<file path="config.mk">
export PLATFORM = sky130hd
export DESIGN_NAME = timer_counter
export DESIGN_NICKNAME = d
export VERILOG_FILES = /design/src/rtl/timer_counter.sv
export SDC_FILE = /design/constraint.sdc
export NUM_CORES = 1
export LEC_CHECK = 0
export ABC_AREA = 0
export CORE_ASPECT_RATIO = 0.6
export CORE_UTILIZATION = 25
export CTS_CLUSTER_DIAMETER = 150
export DETAILED_ROUTE_END_ITERATION = 16
export PLACE_DENSITY_LB_ADDON = 0.08
export SYNTH_ARGS = -nofsm -noshare
export SYNTH_HDL_FRONTEND = slang
export SYNTH_SLANG_ARGS = --single-unit
</file>
<file path="constraint.sdc">
create_clock -name clk -period 2.05 [get_ports clk]
set_input_delay 0.41 -clock clk [delete_from_list [all_inputs] [get_ports clk]]
set_output_delay 0.41 -clock clk [all_outputs]
set_load 0.02 [all_outputs]
</file>
<file path="src/rtl/timer_counter.sv">
// Memory-mapped programmable down-counter with one-shot and auto-reload modes.
// Registers: CTRL (EN, MODE, IM), PRESET, read-only COUNT, reserved slot reads 0.
module timer_counter (
  input  logic        clk,
  input  logic        reset_n,
  input  logic [31:2] addr,
  input  logic        we,
  input  logic [31:0] wdata,
  output logic [31:0] rdata,
  output logic        irq
);

  typedef enum logic [1:0] {StIdle, StLoad, StCnt, StInt} state_e;

  localparam logic [1:0] RegCtrl   = 2'b00;
  localparam logic [1:0] RegPreset = 2'b01;
  localparam logic [1:0] RegCount  = 2'b10;

  state_e      state_q, state_d;
  logic [3:0]  ctrl_q, ctrl_d;
  logic [31:0] preset_q, preset_d;
  logic [31:0] count_q, count_d;
  logic        irq_flag_q, irq_flag_d;

  logic one_shot;
  logic ctrl_wr;

  // Only addr[3:2] selects a register; the rest of the word address is don't-care.
  logic unused_addr;
  assign unused_addr = ^addr[31:4];

  // MODE 01 is auto-reload; every other encoding behaves as one-shot.
  assign one_shot = (ctrl_q[2:1] != 2'b01);
  assign ctrl_wr  = we && (addr[3:2] == RegCtrl);

  // Register file writes and counter FSM next-state.
  always_comb begin
    state_d    = state_q;
    ctrl_d     = ctrl_q;
    preset_d   = preset_q;
    count_d    = count_q;
    irq_flag_d = irq_flag_q;

    // Software writes; a one-shot interrupt is acknowledged by any CTRL write.
    if (ctrl_wr) begin
      ctrl_d = wdata[3:0];
      if (one_shot) irq_flag_d = 1'b0;
    end
    if (we && (addr[3:2] == RegPreset)) begin
      preset_d = wdata;
    end

    // FSM updates come after the write so an expiry in the same cycle is not lost.
    unique case (state_q)
      StIdle: begin
        if (ctrl_q[0]) state_d = StLoad;
      end
      StLoad: begin
        count_d = preset_q;
        state_d = StCnt;
      end
      StCnt: begin
        if (!ctrl_q[0]) begin
          state_d = StIdle;
        end else if (count_q > 32'd1) begin
          count_d = count_q - 32'd1;
        end else begin
          count_d    = 32'd0;
          irq_flag_d = 1'b1;
          state_d    = StInt;
        end
      end
      StInt: begin
        state_d = StIdle;
        if (one_shot) begin
          // A simultaneous software CTRL write wins over the automatic EN clear.
          if (!ctrl_wr) ctrl_d[0] = 1'b0;
        end else begin
          irq_flag_d = 1'b0;
        end
      end
      default: state_d = StIdle;
    endcase
  end

  // State and register storage with asynchronous clear.
  always_ff @(posedge clk or negedge reset_n) begin
    if (!reset_n) begin
      state_q    <= StIdle;
      ctrl_q     <= 4'd0;
      preset_q   <= 32'd0;
      count_q    <= 32'd0;
      irq_flag_q <= 1'b0;
    end else begin
      state_q    <= state_d;
      ctrl_q     <= ctrl_d;
      preset_q   <= preset_d;
      count_q    <= count_d;
      irq_flag_q <= irq_flag_d;
    end
  end

  // Combinational read mux for the addressed register.
  always_comb begin
    rdata = 32'd0;
    case (addr[3:2])
      RegCtrl:   rdata = {28'd0, ctrl_q};
      RegPreset: rdata = preset_q;
      RegCount:  rdata = count_q;
      default:   rdata = 32'd0;
    endcase
  end

  assign irq = irq_flag_q & ctrl_q[3];

endmodule

</file>
# ---- Yosys cells after proc, flatten, opt, wreduce, memory -nomap -nowiden
# Index checks and enable logic that the tools add are counted.
dict set report word_totals {
  input_bits 65
  elab_cells 43
  output_inout_bits 33
  ff_bits 71
}
dict set report op_classes {
  magnitude_cmp 1
  bitwise_logic 1
  eq_ne 9
  n_reduce_logical 7
  addsub 1
  mux 18
}
# cell count
set ops {}
lappend ops {{$pmux 32 s3} 1}
lappend ops {{$mux 32} 2}
lappend ops {{$pmux 32 s2} 1}
lappend ops {{$gt 32x1->1 const B} 1}
lappend ops {{$sub 32x1->32 const B} 1}
lappend ops {{$mux 1} 9}
lappend ops {{$pmux 2 s4} 1}
lappend ops {{$eq 2x2->1 const B} 3}
lappend ops {{$mux 2} 3}
lappend ops {{$eq 2x1->1 const B} 2}
lappend ops {{$logic_not 2->1} 2}
lappend ops {{$ne 2x2->1 const B} 2}
lappend ops {{$reduce_and 2->1} 2}
lappend ops {{$ne 3x3->1 const B} 1}
lappend ops {{$logic_and 1x1->1} 2}
lappend ops {{$ne 2x1->1 const B} 1}
lappend ops {{$pmux 1 s2} 1}
lappend ops {{$reduce_bool 2->1} 1}
lappend ops {{$and 1x1->1} 1}

# ---- Logic depth before layout (Yosys ltp)
dict set report logic_depth {
  ltp_word 6
  ltp_mapped 9
  depth_no_buf 7
}

# ---- Worst setup path before layout
# OpenSTA, ideal clock, no wires.
dict set report synth_timing {
  path_type {reg2reg}
  from {register count_q[0]}
  to {register count_q[24]}
  setup_ps 87
  path_stages_with_launch 8
  t_arrival_ps 2177
  setup_slack_ps -214
  cell_sequence {dfrtp_1 > inv_1 > ha_1 > nor3b_1 > nand2_1 > or4_1 > or4_1 > o211ai_1}
}
dict set report synth_via {
  elab_chain_len 4
  elab_cells_between_ends 5
  cone_classes {add/sub (1); order compare (1); mux (3)}
}
# item line
set synth_rtl {}
lappend synth_rtl {{start, declared} 22} ;# logic [31:0] count_q, count_d;
lappend synth_rtl {{start signal, assigned} 98} ;# count_q <= count_d;
lappend synth_rtl {{$sub 32x1->32 / $gt 32x1->1 (equally long branches)} {66, 65}}
lappend synth_rtl {{$mux 32 (*)} 65} ;# end else if (count_q > 32'd1) begin
lappend synth_rtl {{$mux 32 (*)} 63} ;# if (!ctrl_q[0]) begin
lappend synth_rtl {{$pmux 32 s2 (*)} 54} ;# unique case (state_q)
# Every way passes the cells marked *; elsewhere a longest branch is shown, timed or not. The select of a mux whose other input is x is not followed.
# A chain may end at the register's enable or synchronous reset.

# ---- Worst setup path in the final report
# Ends and elaborated chain as after synthesis.

==> results.yml <==
critical_path:
  critPathMaxFanout: 3
  path_delay_family: "simple AND/OR/NAND/NOR gates"
  ff2ff_setup_slack_ns: -0.18
  max_stage_delay_ns: 0.44
  crit_required_ns: 2.30
  cp.arrival_ns: 2.48
  crit_slowest_cell: "or4_4"
  path_buf_inv: 2
  start_kind: "flop"
  cp-end-kind: "flop"
  timing.setup.critical_path_class: "flop to flop"
  worstPathCellList: "inv_2 > ha_4 > nor3b_4 > buf_4 > nand2_4 > or4_4 > or4_1 > o211ai_1"
finish:
  final_util: 0.430
  finalInstanceArea_um2: 6670
  antennaDiodeCount: 0
  nets: 640
  layout-drive-gt1-share: 0.453
  final_cells: 781
  syn2layout_area_growth_pct: 66.8
  fillers: 1500
synthesis:
  ys_types: 51
  yosysSeqAreaShare: 0.444
  async_flop_share: 1.00
  avgSynthCellArea_um2: 10.2
  syn_area_um2: 4000
  yosysTopAreaCell: "dfrtp_1"
  ys_ff_latch: 71
  synth.top_cells.by_count: "dfrtp_1 (71), mux2_2 (35), a22o_1 (33)"
  yosysTopAreaCellShare: 0.444
  synthFlopType: "dfrtp_1"
  synth_edf_count: 0
  syn-num-nets: 459
  ys_warn_count: 0
  ys_top_cells_by_area: "dfrtp_1 (44%), mux2_2 (9.8%), a22o_1 (7.2%)"
  syn_inst: 392
  synth_most_common_cell: "dfrtp_1"
die:
  chipHeight_um: 100
  dieArea_um2: 16500
  rows: 35
  core-area_um2: 15500
  start_util: 0.258
  ioPinCount: 98
  die_width_um: 165
routing:
  wl_met2_um: 6480
  wl_met1_um: 7680
  drcViolationCount: 4
  vias: 3940
  highest_layer: "met4"
  viasPerCell: 5.04
  dr.pass1.iters: 10
  routedWlPerCell_um: 19.4
  drt_wl_total_um: 15100
  drtIter0Drc: 205
  dr_wl_met3_um: 835
  postRouteAntennaNets: 0
place:
  numPortBuffers: 69
  place_area_um2: 5730
  dp_hpwl_um: 9960
  place_congestion: 0.801
  place_inst: 740
  place_ws_ns: -0.570
pwr:
  netSwitchingFraction: 0.376
  pwr-share-clk: 0.220
  power.switching_mw: 3.45
  vdd_drop_max_mv: 0.489
  total_power_mw: 9.18
  p_per_area_nw_per_um2: 1380
  seq_power_share: 0.250
  leakage_nw: 2.84
  power_frac_comb: 0.530
  internal-power_mw: 5.72
sta:
  fin_skew_ns: 0.00916
  postLayoutSetupSlackWorst_ns: -0.182
  max_freq_mhz: 448
  relSlewSlack: 0.705
  period_share: 1.09
  setup_violations: 23
  slew_violations: 0
  period_needed_ns: 2.23
  final-hold-violation-count: 0
  rsz0062_at_grt: "true"
  tightest_slew_ns: 0.442
clocking:
  clock_latency_ns: 0.34
  clock-sinks: 71
  cts_made_buffers: 9
  cts_buffer_depth: 2
  postCtsHoldBufs: 0
  clockRootBuffer: "clkbuf_16"
  ctsHtreeMaxLevel: 3
  clkTransAtPathRegs_ns: 0.06
  cts_tree: "built"
grt:
  grt_pass1_vias: 4002
  grt_overflow: 0
  grt_max_degree: 41
  antenna_found_initial: 0
  grt_use_total: 0.188
  grt_pass1_wl_um: 23100
status:
  violations: "design-rule violations, negative setup slack"
  status: "complete, but fails checks"
run:
  drv_cap: 0
worst_hold_path:
  hold_class: "input pin to async pin"
-- cell type report --
type / count / area [um^2] / area share
sequential: 71 / 1780 / 0.267
clock inverter: 5 / 128 / 0.0191
tap: 203 / 254 / 0.0381
inverter: 8 / 30.0 / 0.00450
timing repair buffer: 198 / 1880 / 0.281
clock buffer: 11 / 253 / 0.0379
multi-input combinational: 285 / 2350 / 0.352
-- power groups by stage --
stage          sequential, mW  clock [mW]  combinational, mW
2_1_floorplan            2.28           0               2.04
3_3_place_gp             2.30           0               4.15
3_5_place_dp             2.29           0               4.16
4_1_cts                  2.29        2.05               4.42
5_1_grt                  2.37        2.12               5.23
6_report                 2.30        2.02               4.86
-- worst paths after layout --
check | depth (start not counted) | from | end
setup reg to reg | 8 | count_q[0]$_DFFE_PN0P_ | count_q[24]$_DFFE_PN0P_
hold reg to reg | 1 | irq_flag_q$_DFF_PN0_ | irq_flag_q$_DFF_PN0_
min in group clk | 1 | irq_flag_q$_DFF_PN0_ | irq_flag_q$_DFF_PN0_
hold / removal | 1 | reset_n | preset_q[4]$_DFFE_PN0P_
setup / recovery | 8 | count_q[0]$_DFFE_PN0P_ | count_q[24]$_DFFE_PN0P_
max in group asynchronous | 2 | reset_n | count_q[19]$_DFFE_PN0P_
-- repair_timing --
item / in CTS / in global routing
cloned: 3 / 1
endpoints found under the setup margin: 59 / 32
gates resized for setup: 137 / 46
pin swaps: 20 / 24
setup buffers: 15 / 9
-- flip-flops by register name (all words and copies together) (netlist names) --
name and cells:
irq_flag_q 1, ctrl_q 4, preset_q 32, count_q 32, state_q 2
-- logic make-up after synthesis --
kind of cell | after synthesis | share of synthesized area
buffers and inverters | 36 | 0.0350
AO/OA/AOI/OAI | 115 | 0.217
adder cells (fa/ha/maj) | 2 | 0.00625
flip-flops | 71 | 0.444
AND/OR/NAND/NOR | 127 | 0.184
multiplexers | 41 | 0.114
-- cell usage in the layout, fill, tap and decap left out, types with 11 or more instances in the layout --
master / synthesis / routed
nor2_1: 14 / 11
nand2_1: 28 / 25
o211ai_1: 14 / 14
buf_4: 1 / 101
clkdlybuf4s50_1: 0 / 34
a22oi_1: 11 / 11
a22o_1: 33 / 33
buf_6: 0 / 19
a21oi_1: 14 / 14
nand3_1: 17 / 12
clkdlybuf4s15_2: 0 / 21
dfrtp_1: 71 / 69
mux2_2: 35 / 35
-- metrics by stage --
| stage | hold slack, ns | TNS, ns |
|---|---|---|
| floorplan | 0.114 | -0.0772 |
| global placement | 0.389 | -18.58 |
| detailed placement | 0.384 | -20.73 |
| CTS | 0.0244 | -1.11 |
| global route | 0.0314 | -3.73 |
| finish | 0.0102 | -1.60 |
-- per-layer routing --
layer,vias up,track usage
met5,-,0
met4,0,0.0490
met3,10,0.0355
met2,106,0.270
met1,1924,0.286
li1,1900,-
-- worst register-to-register path, cell delays in order, from the launching register on --
cell and delay, ns:
dfrtp_1 0.42, inv_2 0.10, ha_4 0.16, nor3b_4 0.28
buf_4 0.18, nand2_4 0.05, or4_4 0.44, or4_1 0.41
o211ai_1 0.11
Power figures use the tool's default switching activity.
